==> src/rtl/key_report_tx.sv <==
// key_report_tx: debounces a key_down vector and frames it into UART byte
// packets (header, payload LSB-first, XOR checksum) using a send/done handshake.
// Packets are sent when the debounced state changes (mode=0) or back-to-back
// (mode=1), with an enforced idle gap after each packet.
module key_report_tx #(
  parameter int         N_KEYS        = 40,
  parameter logic [7:0] HDR_BYTE      = 8'hA5,
  parameter int         STABLE_CYCLES = 4,
  parameter int         GAP_CYCLES    = 1000
) (
  input  logic              clk,
  input  logic              rst,
  input  logic [N_KEYS-1:0] key_down,
  input  logic              mode,
  output logic [7:0]        tx_data,
  output logic              tx_send,
  input  logic              tx_done,
  output logic              busy,
  output logic [15:0]       pkt_count,
  output logic              overrun
);

  localparam int NB   = (N_KEYS + 7) / 8;
  localparam int IDXW = $clog2(NB + 2);
  localparam int CNTW = $clog2(STABLE_CYCLES + 1);
  localparam int GAPW = (GAP_CYCLES > 1) ? $clog2(GAP_CYCLES) : 1;

  localparam logic [IDXW-1:0] IDX_LAST = IDXW'(NB + 1);
  localparam logic [CNTW-1:0] CNT_MAX  = CNTW'(STABLE_CYCLES);
  localparam logic [CNTW-1:0] CNT_HIT  = CNTW'(STABLE_CYCLES - 1);
  localparam logic [GAPW-1:0] GAP_LAST = GAPW'(GAP_CYCLES - 1);

  typedef enum logic [2:0] {S_IDLE, S_LOAD, S_SEND, S_WAIT, S_GAP} state_t;

  state_t              state_q, state_d;
  logic [N_KEYS-1:0]   raw_q, stable_q, last_sent_q, snap_q;
  logic [N_KEYS-1:0]   last_sent_d;
  logic [CNTW-1:0]     cnt_q;
  logic                pending_q, overrun_q;
  logic [IDXW-1:0]     idx_q;
  logic [7:0]          csum_q;
  logic [GAPW-1:0]     gap_q;
  logic [15:0]         pkt_q;

  logic                stable_upd, stable_chg, is_payload;
  logic [8*NB-1:0]     snap_pad;
  logic [7:0]          pay_bytes [NB];
  logic [7:0]          pay_sel, cur_byte;

  // The raw vector has held long enough when the counter hits its last step.
  assign stable_upd  = (key_down == raw_q) && (cnt_q == CNT_HIT);
  assign stable_chg  = stable_upd && (raw_q != stable_q);
  // LOAD records the snapshot as sent; pending compares against that new value.
  assign last_sent_d = (state_q == S_LOAD) ? stable_q : last_sent_q;

  // Debounce, change tracking and sticky overrun flag.
  always_ff @(posedge clk) begin
    if (rst) begin
      raw_q       <= '0;
      cnt_q       <= '0;
      stable_q    <= '0;
      last_sent_q <= '0;
      pending_q   <= 1'b0;
      overrun_q   <= 1'b0;
    end else begin
      raw_q <= key_down;
      if (key_down != raw_q) begin
        cnt_q <= '0;
      end else if (cnt_q != CNT_MAX) begin
        cnt_q <= cnt_q + CNTW'(1);
      end
      if (stable_upd) begin
        stable_q <= raw_q;
      end
      last_sent_q <= last_sent_d;
      if (stable_upd && (raw_q != last_sent_d)) begin
        pending_q <= 1'b1;
      end else if (state_q == S_LOAD) begin
        pending_q <= 1'b0;
      end
      // In LOAD the pending value is being captured, so it is not lost.
      if (stable_chg && pending_q && (state_q != S_IDLE) && (state_q != S_LOAD)) begin
        overrun_q <= 1'b1;
      end
    end
  end

  // Zero-pad the snapshot to whole bytes and split it into payload bytes.
  assign snap_pad = (8*NB)'(snap_q);

  genvar gi;
  generate
    for (gi = 0; gi < NB; gi++) begin : g_bytes
      assign pay_bytes[gi] = snap_pad[8*gi +: 8];
    end
  endgenerate

  // Select the payload byte addressed by idx (idx 1..NB map to bytes 0..NB-1).
  always_comb begin
    pay_sel = 8'h00;
    for (int k = 0; k < NB; k++) begin
      if (idx_q == IDXW'(k + 1)) begin
        pay_sel = pay_bytes[k];
      end
    end
  end

  assign is_payload = (idx_q != '0) && (idx_q != IDX_LAST);
  assign cur_byte   = (idx_q == '0)      ? HDR_BYTE :
                      (idx_q == IDX_LAST) ? csum_q   : pay_sel;

  // FSM state register.
  always_ff @(posedge clk) begin
    if (rst) begin
      state_q <= S_IDLE;
    end else begin
      state_q <= state_d;
    end
  end

  // FSM next-state logic; tx_done only matters in WAIT, mode only in IDLE.
  always_comb begin
    state_d = state_q;
    case (state_q)
      S_IDLE: if (mode || pending_q) state_d = S_LOAD;
      S_LOAD: state_d = S_SEND;
      S_SEND: state_d = S_WAIT;
      S_WAIT: if (tx_done) state_d = (idx_q == IDX_LAST) ? S_GAP : S_SEND;
      S_GAP:  if (gap_q == GAP_LAST) state_d = S_IDLE;
      default: state_d = S_IDLE;
    endcase
  end

  // FSM outputs: send pulse, busy flag and the byte on the wire.
  always_comb begin
    tx_send = (state_q == S_SEND);
    busy    = (state_q != S_IDLE);
    tx_data = ((state_q == S_SEND) || (state_q == S_WAIT)) ? cur_byte : 8'h00;
  end

  // Packet datapath: snapshot, byte index, running checksum, gap timer, count.
  always_ff @(posedge clk) begin
    if (rst) begin
      snap_q <= '0;
      idx_q  <= '0;
      csum_q <= 8'h00;
      gap_q  <= '0;
      pkt_q  <= 16'h0000;
    end else begin
      case (state_q)
        S_LOAD: begin
          snap_q <= stable_q;
          idx_q  <= '0;
          csum_q <= 8'h00;
        end
        S_SEND: begin
          if (is_payload) csum_q <= csum_q ^ pay_sel;
        end
        S_WAIT: begin
          if (tx_done) begin
            if (idx_q == IDX_LAST) begin
              pkt_q <= pkt_q + 16'd1;
              gap_q <= '0;
            end else begin
              idx_q <= idx_q + IDXW'(1);
            end
          end
        end
        S_GAP: gap_q <= gap_q + GAPW'(1);
        default: ;
      endcase
    end
  end

  assign pkt_count = pkt_q;
  assign overrun   = overrun_q;

endmodule

==> config.mk <==
export PLATFORM = sky130hd
export DESIGN_NAME = key_report_tx
export DESIGN_NICKNAME = d
export VERILOG_FILES = /design/src/rtl/key_report_tx.sv
export SDC_FILE = /design/constraint.sdc
export NUM_CORES = 1
export LEC_CHECK = 0
export CORE_AREA = 2 2 155 157
export CTS_BUF_LIST = sky130_fd_sc_hd__clkbuf_8
export DETAILED_ROUTE_END_ITERATION = 16
export DIE_AREA = 0 0 157 159
export HOLD_SLACK_MARGIN = 0.1
export PLACE_DENSITY_LB_ADDON = 0.08
export SETUP_SLACK_MARGIN = 0.1
export SYNTH_ARGS = -nofsm -noshare
export SYNTH_HDL_FRONTEND = slang
export SYNTH_SLANG_ARGS = --single-unit
==> constraint.sdc <==
create_clock -name clk -period 2.3 [get_ports clk]
set_input_delay 0.69 -clock clk [delete_from_list [all_inputs] [get_ports clk]]
set_output_delay 0.69 -clock clk [all_outputs]
set_load 0.02 [all_outputs]
==> summary by stage, run 1 <==
Run status
The flow ran to the end, but the final reports show violations. The checks that failed: setup timing.

Route
The DRC violation total after the first TritonRoute iteration is 414. After detailed routing, no signal wire sits above met4. After detailed routing, the total wire length is 27.15 mm. In the final routed layout, each cell accounts on average for 17.20 um.

The DRC violation count after routing is 0. The wire length on met1 is 12.94 mm. After detailed routing, the number of vias per cell comes to 4.970. The total number of vias is 7847. Summed over all nets, wire length on met3 after detailed routing comes to 1.038 mm. For this run, the detailed router's first-pass iteration total came to 5. The final antenna-violating net count is 0.

The met2 routed wirelength is 12.37 mm.

Clock network
CTS placed an instance of clkbuf_8 at the clock tree root. The clock passes through at most 3 buffers. The clock insertion delay at the later pin of the skew report is 0.53 ns. The count of clock tree sinks is 205. For this design, the CTS-stage hold fixing added 0 buffers. Clock-pin slew was measured on the worst setup and hold paths at 0.05 ns. The CTS tree is yes.

The clock buffer count from CTS is 39. The number of H-tree levels is 2.

Cells and area
The sequential cells in the finished layout cover a total of 0.004121 mm2. The share of cells above drive strength 1 is 0.2484. The count of fill cells added during filler insertion is 2216. The final-stage net count is 1290. The area growth from synthesis to layout is 39.53%. 0 antenna diodes ended up in the layout. In the layout the commonest cells are dfxtp_1, buf_4, nor2_1, nand2_1, xor2_1. The final non-filler cell area is 0.01282 mm2. The total area of multi-input combinational cells is 0.005300 mm2.

Leaving out fill and tap cells, the most frequent cell in the layout is dfxtp_1.

Timing
The number of endpoints with negative hold slack in the final report is 0. Of the available clock period, the critical path in the final layout requires 1.384. Setup repair after global routing could not meet its margin everywhere. The max-slew violation count is 0. The relative slew slack is 0.6614. The maximum operating frequency is 314.1 MHz.

The final critical delay including setup and external delays is 3.183 ns. The transition at the pin with the smallest max-transition slack is 0.5042 ns. The slack of the critical path is -0.8832 ns. The final count of negative-setup-slack endpoints is 10. The final clock skew is 0.01733 ns. In the final timing run, aggregate negative setup slack is -6.881 ns.

Worst hold path
The path category of the worst min-delay check is in2reg. The worst hold path passes through 2 cells.

GRT
The number of antenna violations at the first check in global routing is 0. The wire length of the first global-routing pass is 41.62 mm. Entering global routing, the biggest net connects 65 pins. The via count of the first global-routing pass was 7553. Global routing finished with a remaining overflow of 0.

The global-route total usage across every layer is 0.2130.

Yosys
The post-synthesis cell count is 1027. The cell type with the largest total area after synthesis is dfxtp_1. The average instance in the mapped netlist occupies 8.944 um2. The most used flip-flop cell after synthesis is dfxtp_1. After synthesis the netlist holds a flip-flop and latch count of 205. The sequential share of the synthesized area is 0.4468. After synthesis, the cell types taking the most area are dfxtp_1, mux2i_1, xor2_1.

The share of synthesized area in the top cell type comes to 0.4468. The proportion of synthesized flip-flops having asynchronous set or reset is 0. The Yosys warning count is 0. The distinct cell type count after synthesis is 55. Counting flops with a built-in enable in the synthesized netlist gives 0. The post-synth net total is 1081. Summing every instance area after synthesis gives 0.009185 mm2.

Placed design
The count of input and output buffers is 70. The worst slack after detailed placement is -0.9464 ns. Detailed placement ended at an HPWL of 19.29 mm. The global placer's final weighted congestion is 0.8747. After detailed placement, the total cell area comes to 0.01131 mm2.

Pwr
For this design the ratio of total power to cell area is 630.2 mW/mm2. In this run the power spent charging and discharging nets is 2.020 mW. The share of total power dissipated in sequential elements is 0.450. The net switching fraction of the power is 0.2502. The design draws 8.076 mW.

The worst-case IR drop observed on VDD is 416.6 uV. The internal power of the cells totals 6.056 mW. The clock power share is 0.446. Of the total power, combinational logic draws 0.104. The analysis attributes to cell leakage a power of 5.532 nW.

Setup path
The nature of the critical path endpoint is an output pin. The worst setup path is of the reg2out kind. STA puts the critical path data required time at 1.61 ns.

The number of cells on the worst reg-to-reg path is 9. The startpoint kind of the worst setup timing path is a flop. The signal arrival time at the worst endpoint is 2.49 ns.

Along the worst path, the maximum fanout reaches 4.

Floorplanning
The vertical die dimension is 159 um. The die outline area is 0.02496 mm2. The total I/O pin count is 71. The placeable core area is 0.02319 mm2. The initial utilization of the core area, before any placement, comes to 0.3960. The floorplan step set the die width to 157 um. The standard-cell row count is 56.

Flow run
The number of max-capacitance violations reported is 0.
## state kept, by name, indices dropped and copies added (netlist names)
signal       cells
last_sent_q     40
raw_q           40
snap_pad        40
stable_q        40
pkt_count       16
gap_q           10
csum_q           8
cnt_q            3
idx_q            3
state_q          3
overrun          1
pending_q        1
## cells in the mapped netlist, types with 4 or more instances
library cell  instances
nor2b_1              52
ha_1                 10
mux2i_1              73
a221o_1               5
o22ai_1               4
o21ai_0              11
buf_1                 4
nand2_1             103
nor3_1                8
or3_1                13
a32oi_1               5
a21oi_1              75
nand2b_1             12
clkbuf_1             43
o221ai_1              5
nor2_1              117
a21o_1                6
buf_2                 7
nand3_1              12
a211oi_1              4
nand4_1              15
a21boi_0              4
xnor2_1              42
xor2_1               72
a22oi_1               9
o211ai_1              6
inv_1                28
a22o_1                9
dfxtp_1             205
nor4_1               27
## logic make-up (layout without fill, tap and decap cells)
group	count (synthesis)	after routing	synth area share
AND/OR/NAND/NOR	376	376	0.1957
flip-flops	205	205	0.4468
AO/OA/AOI/OAI	164	164	0.1178
XOR/XNOR	114	114	0.1087
buffers and inverters	85	318	0.03773
multiplexers	73	73	0.07955
adder cells (fa/ha/maj)	10	10	0.01362
## area by class of cell
type | instances | share of cell area
multi-input cells | 737 | 0.4136
flip-flops and latches | 205 | 0.3216
repair buffers | 225 | 0.1644
clock buffers | 47 | 0.05047
well taps | 319 | 0.03114
clock inverters | 18 | 0.01025
inverters | 28 | 0.008591
## layer usage
metal,GRT usage,vias to the layer above
met1,0.2940,3688
met2,0.3367,163
li1,-,3949
met5,0,-
met3,0.03348,47
met4,0.07673,0
## power groups by stage
stage	Combinational, mW	Sequential, mW	Clock [mW]
after floorplan	0.376	3.72	0
after global placement	0.780	3.71	0
after detailed placement	0.778	3.71	0
after CTS	0.810	3.63	3.70
after global routing	0.900	3.64	3.85
final	0.839	3.64	3.60
## stage by stage
| step | hold slack [ns] | util | cells |
|---|---|---|---|
| 3_5_place_dp | 0.4476 | 0.4878 | 1488 |
| 4_1_cts | 0.4554 | 0.5328 | 1564 |
| 2_1_floorplan | 0.4312 | - | 1027 |
| 3_3_place_gp | 0.4428 | 0.4878 | 1488 |
| 5_1_grt | 0.4669 | 0.5526 | 1579 |
| 6_report | 0.4445 | 0.5526 | 1579 |
## timing repair
action	CTS	global route
buffers inserted	9	13
endpoints found under the setup margin	69	55
resized for setup	144	70
pin swaps	48	54
gates cloned	2	2
## worst max-delay path, stage by stage (launching register included)
cell     delay, ns
dfxtp_4       0.35
buf_6         0.12
ha_4          0.15
nor3b_4       0.17
buf_4         0.14
a221o_1       0.30
a32oi_2       0.29
nor2_2        0.08
a21oi_2       0.15
a21oi_4       0.07
buf_6         0.13
## final timing paths
path | endpoint | slack (ns) | from
hold / removal | raw_q[27] | 0.44 | key_down[27]
hold reg to reg | snap_pad[31] | 0.46 | snap_pad[31]
setup / recovery | tx_data[0] | -0.88 | idx_q[0]
setup reg to reg | pending_q | -0.15 | state_q[2]
Power figures use the tool's default switching activity.
==> run 2, diff against run 1 <==
--- a/config.mk
+++ b/config.mk
@@ -10,7 +10,7 @@
 export DETAILED_ROUTE_END_ITERATION = 16
 export DIE_AREA = 0 0 157 159
 export HOLD_SLACK_MARGIN = 0.1
-export PLACE_DENSITY_LB_ADDON = 0.08
+export PLACE_DENSITY_LB_ADDON = 0.12
 export SETUP_SLACK_MARGIN = 0.1
 export SYNTH_ARGS = -nofsm -noshare
 export SYNTH_HDL_FRONTEND = slang
==> run 2 against run 1 <==
- the run still ends with setup timing left
- utilization is 1.4 points lower
- combinational power is 0.7% lower
- clock skew is 0.0083 ns higher
- final cell count is 0.95% lower
- via count is 1.2% lower
- critical path type unchanged
- critical endpoint is now tx_data[5]
- highest routed layer unchanged
==> summary by stage, run 2 (synthesis gave the netlist of run 1 again) <==
Placed design
At the end of routability-driven placement, the weighted congestion stood at 0.8220. After legalization and detailed placement, the total HPWL measured 18.70 mm. The count of input and output buffers is 70. The worst slack after detailed placement is -0.9237 ns. The number of cells after detailed placement is 1486.

GRT
Summed over all layers, the global routing overflow is 0. The via count of the first global-routing pass is 7546. Across every metal layer, demand over resource in global routing totals 0.2139. The number of antenna violations at the first check in global routing is 0.

The first global-routing pass estimated 41.70 mm of wire. Entering global routing, the biggest net connects 87 pins.

Pwr
The share of total power dissipated in sequential elements is 0.482. The net switching fraction of the power is 0.2618. The internal portion of total power is 5.563 mW.

The combinational fraction of design power is 0.111. Dividing total power by cell area gives a power density of 603.3 mW/mm2. The worst-case IR drop observed on VDD is 562.6 uV. The reported net switching power is 1.973 mW. The leakage power total is 5.391 nW. The clock power share is 0.407.

Route
The pre-antenna-repair detailed-routing pass consisted of 7 iterations. After detailed routing, the average wire length per cell comes to 16.99 um. The routed layout has 7751 vias. The final layout contains routed wiring with a total length of 26.57 mm. After the first detailed-routing iteration, the DRC count stood at 443.

The number of vias per cell after detailed routing is 4.956. For this run, design rule violations remaining after detail routing come to 0. The detail route stage leaves a number of antenna-violating nets equal to 0.

Setup path
For the worst setup path, the data required time is 1.61 ns. The startpoint identified for the worst register-to-register timing path is state_q[0]. The worst register-to-register path has a depth of 8. The critical path's slowest cell is dfxtp_4. In this run the worst setup path terminates at tx_data[5]. The largest single stage delay on the critical path is 0.35 ns. The critical path is of the reg2out type. In this run the worst path has a maximum fanout of 4. STA classifies the critical path endpoint as an output pin. The startpoint kind of the worst setup timing path is a flop.

The startpoint of the most critical setup path is idx_q[0]. The signal arrival time at the worst endpoint is 2.46 ns. The most numerous cell type found on the critical path is buf_4. Across all register-to-register paths, the minimum setup slack is -0.12 ns. Traced cell by cell, the critical path runs through buf_6, ha_4, nor3b_4, buf_4, a221o_1, a32oi_2, buf_4, a21o_1, a21oi_2, buf_4.

The worst reg2reg path endpoint is pending_q.

Clock network
The CTS tree is yes. The clock insertion delay at the later pin of the skew report is 0.54 ns. The clock tree buffer depth is 3. After clock tree synthesis, the clock-pin slew on the worst setup and hold paths is 0.06 ns. The cell chosen for the clock root is clkbuf_8.

The number of hold buffers added after CTS was 0. In this run the number of H-tree levels came out at 2. The clock buffer count from CTS is 38. The count of clock tree sinks is 205.

Floorplanning
The floorplan step defined a die boundary enclosing 0.02496 mm2. The initial utilization of the core area, before any placement, comes to 0.3960. The die extent in x is 157 um.

The vertical die dimension is 159 um. Row generation in the floorplan step produced 56 rows. After floorplanning, the core was sized to cover 0.02319 mm2. During I/O placement, the number of pins put on the boundary was 71.

Timing
For the final routed database, the setup TNS stands at -6.284 ns. The worst hold margin is 0.4061 ns. The max-slew violation count is 0. Dividing the final minimum period by the clock period gives 1.369. The maximum operating frequency is 317.5 MHz. For the pin with the worst max-slew slack, the measured transition is 0.4510 ns. The final count of negative-setup-slack endpoints is 9. The relative slew slack is 0.6954. The final clock skew is 0.02560 ns.

Setup repair after global routing could not meet its margin everywhere. In the post-route analysis, the smallest setup slack over all paths is -0.8493 ns. The final critical delay including setup and external delays is 3.149 ns. The number of endpoints with negative hold slack in the final report came to 0.

Cells and area
The count of antenna diodes in the layout is 0. The non-filler instance count after layout is 1564. The top cell types in the final layout, fill and taps aside, are dfxtp_1, buf_4, nor2_1, nand2_1, a21oi_1. At the end of the flow the core is filled with cells to 0.5386.

The layout-stage area growth over the synthesis result is 36.00%. Leaving out fill and tap cells, the most frequent cell in the layout is dfxtp_1. Of the cells placed in the final design, the portion with a size suffix greater than 1 is 0.2361.

In the final design database the tool counted 1282 nets.

Flow run
The tool flagged a number of max-cap violations equal to 0.

Worst hold path
The path category of the worst min-delay check is in2reg.

Run status
The checks that failed: setup timing. The flow ran to the end, but the final reports show violations.
## run 2: cell count changes in the layout (fill, tap and decap cells not counted), sizes merged, moves of 2 or more
cell,previous run,this run
clkdlybuf4s15,4,9
inv,41,43
clkbuf,49,44
dlymetal6s2s,8,4
clkdlybuf4s50,6,2
bufinv,2,0
buf,164,158
## run 2: layout make-up
type,instances,area [um2]
clock inverter,17,76.32
inverter,28,110.1
multi-input combinational,738,5248
timing repair buffer,217,1978
tap,319,399.1
sequential,205,4130
fill,2192,10700
clock buffer,40,550.5
## run 2: worst min-delay path by stage
| stage | slack [ns] | cells after the start | to | from |
|---|---|---|---|---|
| final | 0.41 | 2 | raw_q[25] | key_down[25] |
| after global routing | 0.38 | 2 | raw_q[25] | key_down[25] |
| after CTS | 0.38 | 2 | raw_q[25] | key_down[25] |
| after detailed placement | 0.44 | 2 | snap_pad[22] | snap_pad[22] |
| after global placement | 0.44 | 2 | snap_pad[22] | snap_pad[22] |
| after floorplan | 0.43 | 2 | snap_pad[16] | snap_pad[16] |
## run 2: through the flow
step | cell area [um2] | power [mW]
floorplan | 9433 | 4.094
global placement | 11260 | 4.472
detailed placement | 11260 | 4.469
CTS | 12160 | 7.595
global route | 12490 | 7.852
finish | 12490 | 7.536
## run 2: worst max-delay path, delay by kind of cell (launching register included)
family,cells,cell delay (ns)
adders and majority gates,1,0.15
AOI/OAI and AO/OA,4,0.70
DFF,1,0.35
and+or+nand+nor,1,0.15
buffers and inverters,4,0.57
## run 2: repair_timing
action | CTS | global route
pin swaps | 41 | 31
gates resized for setup | 168 | 58
endpoints found under the setup margin | 69 | 55
setup buffers | 9 | 10
gates cloned | 2 | 2
## run 2: power groups by stage
stage | Clock, mW | Combinational [mW] | Sequential (mW)
3_3_place_gp | 0 | 0.770 | 3.70
6_report | 3.07 | 0.833 | 3.64
3_5_place_dp | 0 | 0.766 | 3.70
4_1_cts | 3.17 | 0.785 | 3.64
5_1_grt | 3.32 | 0.893 | 3.64
2_1_floorplan | 0 | 0.376 | 3.72
## run 2: metal layers
layer,track usage,up-vias,routed length (um)
met4,0.07381,0,663
met3,0.03593,39,895
li1,-,3924,-
met5,0,-,0
met2,0.3295,158,12150
met1,0.3024,3630,12850
